`src/rtl/gcd_job_sequencer_if.sv`:
```
// Stream and core-side signals of the GCD job sequencer, bundled in one interface.
// The slave modport is the sequencer's view. The master modport is the view of
// its environment: the upstream feeder, the GCD core and the result consumer.
interface gcd_job_sequencer_if #(
    parameter int unsigned number_width = 16,
    parameter int unsigned CNT_WIDTH    = 16
);
    logic                    in_valid;
    logic                    in_ready;
    logic [number_width-1:0] in_A;
    logic [number_width-1:0] in_B;
    logic                    gcd_start;
    logic [number_width-1:0] core_A;
    logic [number_width-1:0] core_B;
    logic [number_width-1:0] core_res;
    logic                    core_done;
    logic                    out_valid;
    logic                    out_ready;
    logic [number_width-1:0] out_res;
    logic                    out_err;
    logic [CNT_WIDTH-1:0]    jobs_done;

    modport slave (
        input  in_valid, in_A, in_B, core_res, core_done, out_ready,
        output in_ready, gcd_start, core_A, core_B, out_valid, out_res, out_err, jobs_done
    );

    modport master (
        output in_valid, in_A, in_B, core_res, core_done, out_ready,
        input  in_ready, gcd_start, core_A, core_B, out_valid, out_res, out_err, jobs_done
    );
endinterface

```
`src/rtl/gcd_job_sequencer.sv`:
```
// Feeds operand pairs to the GCD core one job at a time and returns the results.
// Zero-operand pairs are resolved locally without starting the core. A watchdog
// aborts any job that waits too long for the core.
module gcd_job_sequencer #(
    parameter int unsigned number_width   = 16,
    parameter int unsigned TIMEOUT_CYCLES = 1024,
    parameter int unsigned CNT_WIDTH      = 16
) (
    input  logic                clk,
    input  logic                rst,
    gcd_job_sequencer_if.slave  bus
);
    localparam int unsigned WdWidth = $clog2(TIMEOUT_CYCLES + 1);

    typedef enum logic [1:0] {StIdle, StLaunch, StWait, StOut} state_e;

    state_e                  state_q;
    logic                    in_ready_q;
    logic [number_width-1:0] core_a_q;
    logic [number_width-1:0] core_b_q;
    logic                    out_valid_q;
    logic [number_width-1:0] out_res_q;
    logic                    out_err_q;
    logic [CNT_WIDTH-1:0]    jobs_done_q;
    logic [WdWidth-1:0]      wdog_q;

    // Job FSM with all outputs registered. wdog_q == 0 marks the first WAIT
    // cycle, in which core_done may still be left over from the previous job.
    always_ff @(posedge clk or posedge rst) begin
        if (rst) begin
            state_q     <= StIdle;
            in_ready_q  <= 1'b0;
            core_a_q    <= '0;
            core_b_q    <= '0;
            out_valid_q <= 1'b0;
            out_res_q   <= '0;
            out_err_q   <= 1'b0;
            jobs_done_q <= '0;
            wdog_q      <= '0;
        end else begin
            unique case (state_q)
                StIdle: begin
                    in_ready_q <= 1'b1;
                    if (bus.in_valid && in_ready_q) begin
                        in_ready_q <= 1'b0;
                        if (bus.in_A == '0 || bus.in_B == '0) begin
                            out_res_q   <= bus.in_A | bus.in_B;
                            out_err_q   <= 1'b0;
                            out_valid_q <= 1'b1;
                            state_q     <= StOut;
                        end else begin
                            core_a_q <= bus.in_A;
                            core_b_q <= bus.in_B;
                            state_q  <= StLaunch;
                        end
                    end
                end
                StLaunch: begin
                    wdog_q  <= '0;
                    state_q <= StWait;
                end
                StWait: begin
                    wdog_q <= wdog_q + WdWidth'(1);
                    // A done from the core beats a timeout in the same cycle.
                    if (wdog_q != '0 && bus.core_done) begin
                        out_res_q   <= bus.core_res;
                        out_err_q   <= 1'b0;
                        out_valid_q <= 1'b1;
                        state_q     <= StOut;
                    end else if (wdog_q == WdWidth'(TIMEOUT_CYCLES - 1)) begin
                        out_res_q   <= '0;
                        out_err_q   <= 1'b1;
                        out_valid_q <= 1'b1;
                        state_q     <= StOut;
                    end
                end
                StOut: begin
                    if (bus.out_ready) begin
                        out_valid_q <= 1'b0;
                        jobs_done_q <= jobs_done_q + CNT_WIDTH'(1);
                        in_ready_q  <= 1'b1;
                        state_q     <= StIdle;
                    end
                end
                default: state_q <= StIdle;
            endcase
        end
    end

    // The launch pulse lasts exactly one cycle because LAUNCH always moves on.
    always_comb begin
        bus.gcd_start = (state_q == StLaunch);
        bus.in_ready  = in_ready_q;
        bus.core_A    = core_a_q;
        bus.core_B    = core_b_q;
        bus.out_valid = out_valid_q;
        bus.out_res   = out_res_q;
        bus.out_err   = out_err_q;
        bus.jobs_done = jobs_done_q;
    end
endmodule

```
`src/flat_wrapper.sv`:
```
// flat-port wrapper written by rule: the top's interface ports become plain ports
module gcd_job_sequencer_flat 
#(
    parameter int unsigned number_width   = 16,
    parameter int unsigned TIMEOUT_CYCLES = 1024,
    parameter int unsigned CNT_WIDTH      = 16
)
  (clk, rst, bus_in_valid, bus_in_A, bus_in_B, bus_core_res, bus_core_done, bus_out_ready, bus_in_ready, bus_gcd_start, bus_core_A, bus_core_B, bus_out_valid, bus_out_res, bus_out_err, bus_jobs_done);
  gcd_job_sequencer_if #(.number_width(number_width), .CNT_WIDTH(CNT_WIDTH)) bus_i ();
  input  logic clk;
  input  logic rst;
  input wire logic [$bits(bus_i.in_valid)-1:0] bus_in_valid;
  input wire logic [$bits(bus_i.in_A)-1:0] bus_in_A;
  input wire logic [$bits(bus_i.in_B)-1:0] bus_in_B;
  input wire logic [$bits(bus_i.core_res)-1:0] bus_core_res;
  input wire logic [$bits(bus_i.core_done)-1:0] bus_core_done;
  input wire logic [$bits(bus_i.out_ready)-1:0] bus_out_ready;
  output wire logic [$bits(bus_i.in_ready)-1:0] bus_in_ready;
  output wire logic [$bits(bus_i.gcd_start)-1:0] bus_gcd_start;
  output wire logic [$bits(bus_i.core_A)-1:0] bus_core_A;
  output wire logic [$bits(bus_i.core_B)-1:0] bus_core_B;
  output wire logic [$bits(bus_i.out_valid)-1:0] bus_out_valid;
  output wire logic [$bits(bus_i.out_res)-1:0] bus_out_res;
  output wire logic [$bits(bus_i.out_err)-1:0] bus_out_err;
  output wire logic [$bits(bus_i.jobs_done)-1:0] bus_jobs_done;
  assign bus_i.in_valid = bus_in_valid;
  assign bus_i.in_A = bus_in_A;
  assign bus_i.in_B = bus_in_B;
  assign bus_i.core_res = bus_core_res;
  assign bus_i.core_done = bus_core_done;
  assign bus_i.out_ready = bus_out_ready;
  assign bus_in_ready = bus_i.in_ready;
  assign bus_gcd_start = bus_i.gcd_start;
  assign bus_core_A = bus_i.core_A;
  assign bus_core_B = bus_i.core_B;
  assign bus_out_valid = bus_i.out_valid;
  assign bus_out_res = bus_i.out_res;
  assign bus_out_err = bus_i.out_err;
  assign bus_jobs_done = bus_i.jobs_done;
  gcd_job_sequencer #(.number_width(number_width), .TIMEOUT_CYCLES(TIMEOUT_CYCLES), .CNT_WIDTH(CNT_WIDTH)) u_core (.clk(clk), .rst(rst), .bus(bus_i));
endmodule
```
`config.mk`:
```
export PLATFORM = sky130hd
export DESIGN_NAME = gcd_job_sequencer_flat
export DESIGN_NICKNAME = d
export VERILOG_FILES = /design/src/rtl/gcd_job_sequencer_if.sv /design/src/rtl/gcd_job_sequencer.sv /design/src/flat_wrapper.sv
export SDC_FILE = /design/constraint.sdc
export NUM_CORES = 1
export LEC_CHECK = 0
export ABC_CLOCK_PERIOD_IN_PS = 3900
export BUFFER_PORTS_ARGS = -buffer_cell sky130_fd_sc_hd__buf_2
export CORE_MARGIN = 5
export CORE_UTILIZATION = 25
export CTS_CLUSTER_DIAMETER = 60
export DETAILED_ROUTE_END_ITERATION = 8
export PLACE_DENSITY = 0.47
export SLEW_MARGIN = 5
export SYNTH_ARGS = -nofsm -noshare
export SYNTH_HDL_FRONTEND = slang
export SYNTH_SLANG_ARGS = --single-unit
```
`constraint.sdc`:
```
create_clock -name clk -period 3.9 [get_ports clk]
set_input_delay 0.195 -clock clk [delete_from_list [all_inputs] [get_ports clk]]
set_output_delay 0.195 -clock clk [all_outputs]
set_load 0.03 [all_outputs]
```
==> results of run 1 <==
## cell families after synthesis
logic type,count (synthesis),share of synthesized area
muxes,50,0.157
DFF,80,0.528
and+or+nand+nor,91,0.138
adders and majority gates,7,0.0231
AOI/OAI and AO/OA,37,0.0789
xor gates and xnor gates,20,0.0462
buffers and inverters,22,0.0281
## through the flow
stage | instances | hold slack, ps | util | worst slack [ps]
floorplan | 307 | 334 | - | 1530
global placement | 607 | 414 | 0.305 | 1220
detailed placement | 607 | 422 | 0.305 | 1150
CTS | 623 | 49.3 | 0.326 | 1140
global route | 623 | 103 | 0.326 | 1030
finish | 623 | 19.8 | 0.326 | 1200
## path summary, 6_finish.rpt
kind / cells past startpoint / from / end / slack [ps]
worst max-delay path: 8 / u_core.state_q[0] / u_core.bus.out_res[3] / 1200
worst min-delay path: 2 / rst / u_core.bus.core_B[10] / 20
worst max register to register: 8 / u_core.state_q[0] / u_core.bus.out_res[3] / 1200
worst min register to register: 1 / u_core.bus.jobs_done[15] / u_core.bus.jobs_done[15] / 480
max in group asynchronous: 3 / rst / u_core.wdog_q[0] / 2970
min in group clk: 2 / bus_in_B[6] / u_core.bus.core_B[6] / 120
## power groups by stage
stage | clock [mW] | combinational [mW] | sequential, mW
CTS | 0.901 | 2.11 | 1.34
floorplan | 0 | 0.995 | 1.90
global route | 0.934 | 2.23 | 1.38
global placement | 0 | 2.09 | 1.33
detailed placement | 0 | 2.11 | 1.34
finish | 0.877 | 2.07 | 1.33
## metal layers
| layer | vias up | wire length (microns) | GRT usage |
|---|---|---|---|
| li1 | 1359 | - | - |
| met1 | 1416 | 4450 | 0.144 |
| met2 | 85 | 4740 | 0.188 |
| met3 | 10 | 982 | 0.0619 |
| met4 | 2 | 148 | 0.0377 |
| met5 | - | 11 | 0 |
## worst max-delay path, cell delays in order, from the launching register on
cell and delay (ps):
dfrtp_1 370, inv_1 90, ha_1 310, buf_4 280, a41oi_4 160, buf_4 270
nor2_2 50, or4b_4 700, mux2_4 350
## sequential cells by signal, summed over array words and instances (netlist names)
| name | count |
|---|---|
| u_core.bus.core_A | 16 |
| u_core.bus.core_B | 16 |
| u_core.bus.jobs_done | 16 |
| u_core.bus.out_res | 16 |
| u_core.wdog_q | 11 |
| u_core.state_q | 2 |
| u_core.bus.in_ready | 1 |
| u_core.bus.out_err | 1 |
| u_core.bus.out_valid | 1 |
## synth_stat cells
| cell type | count |
|---|---|
| xnor2_1 | 15 |
| ha_1 | 7 |
| o31ai_1 | 2 |
| and3_4 | 1 |
| a41oi_4 | 1 |
| clkbuf_1 | 7 |
| buf_1 | 2 |
| buf_12 | 1 |
| nor2_2 | 1 |
| nor4_2 | 3 |
| a21boi_0 | 1 |
| nand2_1 | 14 |
| nor3_1 | 1 |
| and3_1 | 7 |
| or3_1 | 1 |
| nor2_1 | 11 |
| o311a_1 | 16 |
| mux2_2 | 40 |
| nand3_1 | 13 |
| and4_1 | 1 |
| buf_6 | 1 |
| o21ai_0 | 11 |
| or2_2 | 1 |
| nand4_1 | 8 |
| mux2i_1 | 1 |
| xor2_1 | 5 |
| nand2b_1 | 16 |
| nor4_1 | 8 |
| or4b_4 | 1 |
| dfrtp_1 | 80 |
| inv_1 | 11 |
| a21oi_1 | 4 |
| mux2_4 | 9 |
| o41ai_1 | 1 |
| o21ai_1 | 1 |
| nor2b_1 | 4 |
## cell type report
type / count / area, sq um / area share
Multi-Input combinational cell: 205 / 1690 / 0.344
Tap cell: 188 / 235 / 0.0481
Sequential cell: 80 / 2000 / 0.409
Inverter: 11 / 42.5 / 0.00869
Timing Repair Buffer: 123 / 623 / 0.127
Clock inverter: 5 / 62.6 / 0.0128
Clock buffer: 11 / 243 / 0.0496
==> impl_metrics.json, run 1 <==
{
  "status": "complete, no violations",
  "io_pins": 121,
  "die_w_microns": 133,
  "post_drt_wl_per_cell_microns": 16.6,
  "yosys.area.top_type": "dfrtp_1",
  "area_growth_pct": 29.2,
  "vias": 2872,
  "ys.warnings.count": 0,
  "cts_setup_buffers": 0,
  "die_h_microns": 133,
  "start_util": 0.252,
  "final_hold_viol_count": 0,
  "antenna_cells": 0,
  "cts_tree": "built",
  "fmax_ghz": 0.370,
  "cts_resized": 0,
  "ys_top_cells_by_area": "dfrtp_1, mux2_2, o311a_1",
  "fillCellCount": 1551,
  "placed_area_sq_um": 4590,
  "final_common_cell": "buf_2",
  "yosysSeqAreaShare": 0.528,
  "cts_buffers": 9,
  "clk_path_buf_depth": 2,
  "via_per_inst": 4.61,
  "power.share.sequential": 0.312,
  "wl_microns": 10300,
  "postSynthNetCount": 367,
  "rsz0062_at_grt": "no",
  "antenna_found_initial": 1,
  "clock_power_share": 0.205,
  "track_usage": 0.120,
  "routabilityCongestion": 0.732,
  "power.internal_mw": 2.48,
  "layout_common_cells": "buf_2, dfrtp_1, mux2_2, nand2b_1, o311a_1",
  "p_sw_frac": 0.420,
  "p_leak_nw": 2.30,
  "clk_pin_slew_ps": 70,
  "powerDensity_nw_per_um2": 874,
  "tightest_slew_ps": 902,
  "drc": 0,
  "syn-cell-area_sq_um": 3790,
  "final_max_slew_viol_count": 0,
  "core_area_sq_um": 15000,
  "fin_setup_tns_ps": 0,
  "die_area_sq_um": 17700,
  "ys_seq_elements": 80,
  "final.period_utilization": 0.693,
  "clock_latency_ps": 340,
  "syn_inst": 307,
  "power_mw": 4.28,
  "grt_max_degree": 53,
  "num_rows": 45,
  "place_hpwl_microns": 7840,
  "min_path_type": "in -> async",
  "setup_viol": 0,
  "grt_pass1_wl_microns": 16700,
  "critPathCaptureType": "flop",
  "drive_above_1_share": 0.453,
  "cts.sinks": 80,
  "power_frac_comb": 0.483,
  "finClkSkew_ps": 7.94,
  "period_needed_ps": 2700,
  "max_slew_margin": 0.398,
  "h-tree-depth": 3,
  "grt_pass1_vias": 3112,
  "crit_type": "reg -> reg",
  "cap_violations": 0,
  "hold_buffers": 0,
  "ant_nets": 0,
  "layout.nets": 490,
  "p_switching_mw": 1.80,
  "worstPathMaxFanout": 32,
  "dr.pass1.iters": 4,
  "vdd_drop_max_mv": 0.387,
  "cp.arrival_ps": 2930,
  "overflow": 0,
  "yosysTopAreaCellShare": 0.528,
  "final_area_sq_um": 4890,
  "drtIter0Drc": 53,
  "portBuffers": 120,
  "worstPathRequired_ps": 4130,
  "synth_area_per_cell_sq_um": 12.3,
  "root_buffer": "clkbuf_16",
  "ys_types": 36,
  "cp-start-kind": "flop"
}
No activity file was read; power rests on OpenSTA's default activity.
==> run 2: changes to the inputs <==
Settings changed: ABC_AREA set to 1, ABC_CLOCK_PERIOD_IN_PS 3900 to 2500.
Clock period 3.9 ns to 2.5 ns, I/O delays scaled along.
==> run 2 against run 1 <==
Fmax grew 40%. Routed wire length rose by 16%. Register-to-register slack got worse by 630 ps. Global-route usage rose by 1.2 points. Non-clock buffer count up 3. Synthesized cell count is 57% higher. Combinational power increased by 36%. Worst setup slack lost 630 ps. Area after synthesis is 2.8% higher. Cell count up 32%. Total power grew 42%. Critical path type unchanged. Highest routed layer is now met4.
==> impl_metrics.json, run 2 <==
{
  "antenna_found_initial": 0,
  "setup_viol": 0,
  "use_met1": 0.174,
  "rsz0062_at_grt": "no",
  "cp.arrival_ps": 2160,
  "tightest_slew_ps": 752,
  "cp-start-kind": "flop",
  "place_hpwl_microns": 9120,
  "hold_buffers": 1,
  "ys_top_cells_by_area": "dfrtp_1, nand2_1, o21ai_0",
  "r2r_cells": 8,
  "status": "complete, no violations",
  "rr_startpoint": "u_core.state_q[0]",
  "stdcell_count": 821,
  "post_drt_wl_per_cell_microns": 14.6,
  "async_flop_share": 1.00,
  "crit_start": "u_core.state_q[0]",
  "drive_above_1_share": 0.251,
  "die_h_microns": 135,
  "fin_setup_tns_ps": 0,
  "cts_setup_buffers": 0,
  "final_area_sq_um": 5040,
  "routabilityCongestion": 0.839,
  "yosysMostFrequentCell": "nand2_1",
  "fmax_ghz": 0.517,
  "clk_pin_slew_ps": 60,
  "busiest_layer": "met2",
  "dr.pass1.iters": 4,
  "use_met2": 0.213,
  "postSynthNetCount": 542,
  "grt_pass1_vias": 3460,
  "cts_tree": "built",
  "final_hold_viol_count": 0,
  "yosys.area.top_type": "dfrtp_1",
  "layout.nets": 666,
  "antenna_cells": 0,
  "p_leak_nw": 2.69,
  "holdPathStages": 3,
  "finClkSkew_ps": 8.06,
  "clock_latency_ps": 340,
  "critPathCaptureType": "flop",
  "min_path_type": "in -> reg",
  "track_usage": 0.132,
  "drtIter0Drc": 239,
  "rrSetupSlack_ps": 570,
  "vdd_drop_max_mv": 0.475,
  "syn-cell-area_sq_um": 3900,
  "hold_path.startpoint": "bus_in_B[4]",
  "ys_seq_elements": 80,
  "synth_area_per_cell_sq_um": 8.08,
  "synthTopCellsByCount": "nand2_1, dfrtp_1, o21ai_0, inv_1, nor2_1",
  "grt_max_degree": 65,
  "root_buffer": "clkbuf_16",
  "fin_hold_ws_ps": 55.7,
  "core_area_sq_um": 15300,
  "ys_types": 30,
  "yosysTopAreaCellShare": 0.514,
  "area_growth_pct": 29.3,
  "num_rows": 45,
  "start_util": 0.255,
  "clk_path_buf_depth": 2,
  "multi_input_area_sq_um": 1600,
  "overflow": 0,
  "io_pins": 121,
  "synth_enable_flop_cells": 0,
  "fillCellCount": 1679,
  "drc": 0,
  "final_common_cell": "nand2_1",
  "grtUsageMet3": 0.0373,
  "cts_buffers": 9,
  "layout_common_cells": "nand2_1, buf_2, dfrtp_1, o21ai_0, inv_1",
  "powerDensity_nw_per_um2": 1210,
  "grt_pass1_wl_microns": 18800,
  "cts.sinks": 80,
  "portBuffers": 120,
  "worstPathRequired_ps": 2720,
  "yosysSeqAreaShare": 0.514,
  "via_per_inst": 4.31,
  "power_mw": 6.08,
  "vias": 3538,
  "ant_nets": 0,
  "final_max_slew_viol_count": 0,
  "crit_type": "reg -> reg",
  "dp_cells": 805,
  "placed_area_sq_um": 4740,
  "ys.warnings.count": 0,
  "die_w_microns": 135,
  "wl_microns": 12000,
  "synthFlopType": "dfrtp_1",
  "h-tree-depth": 3,
  "cts_resized": 0,
  "max_slew_margin": 0.498,
  "die_area_sq_um": 18200,
  "syn_inst": 482,
  "cap_violations": 0,
  "final.period_utilization": 0.774,
  "register_area_sq_um": 2000,
  "period_needed_ps": 1930,
  "worstPathMaxFanout": 18
}
## run 2: kinds of logic (layout without fill, tap and decap cells)
logic type / after synthesis / after routing / share of synthesized area
AND/OR/NAND/NOR: 226 / 226 / 0.246
XOR/XNOR: 14 / 14 / 0.0315
buffers and inverters: 73 / 201 / 0.0758
AO/OA/AOI/OAI: 82 / 82 / 0.110
adder cells (fa/ha/maj): 7 / 7 / 0.0225
flip-flops: 80 / 80 / 0.514
## run 2: routing by layer
| layer | wire [microns] | vias to the layer above | part of all wire |
|---|---|---|---|
| met2 | 5560 | 108 | 0.47 |
| met1 | 5410 | 1640 | 0.45 |
| met3 | 861 | 9 | 0.072 |
| li1 | - | 1781 | - |
| met4 | 122 | 0 | 0.010 |
| met5 | 0 | - | 0 |
## run 2: area by class of cell
| type | count | share of cell area |
|---|---|---|
| Clock buffer | 13 | 0.0537 |
| Clock inverter | 2 | 0.00273 |
| Inverter | 60 | 0.0450 |
| Multi-Input combinational cell | 329 | 0.318 |
| Sequential cell | 80 | 0.398 |
| Tap cell | 211 | 0.0524 |
| Timing Repair Buffer | 126 | 0.131 |
## run 2: final timing paths
check	end
max	u_core.bus.out_res[12]
min	u_core.bus.core_B[4]
max reg2reg	u_core.bus.out_res[12]
min reg2reg	u_core.bus.out_res[9]
max in group asynchronous	u_core.wdog_q[10]
min in group asynchronous	u_core.bus.core_A[10]
## run 2: report_power, final
group | switching (mW) | total, mW | internal [mW]
Combinational | 2.03 | 2.81 | 0.777
Clock | 0.517 | 1.27 | 0.749
Sequential | 0.261 | 2.00 | 1.74
## run 2: stage by stage
step | setup slack [ps] | util
3_5_place_dp | 573 | 0.311
3_3_place_gp | 601 | 0.311
5_1_grt | 399 | 0.330
2_1_floorplan | 323 | -
4_1_cts | 570 | 0.330
6_report | 565 | 0.330
## run 2: worst max-delay path: stages (launching register included)
cell and delay, ps:
dfrtp_1 400, inv_1 80, ha_1 270, inv_1 130, nor2_1 100, a21oi_4 440, nand2_4 240, nand2_1 110
nand2_1 50
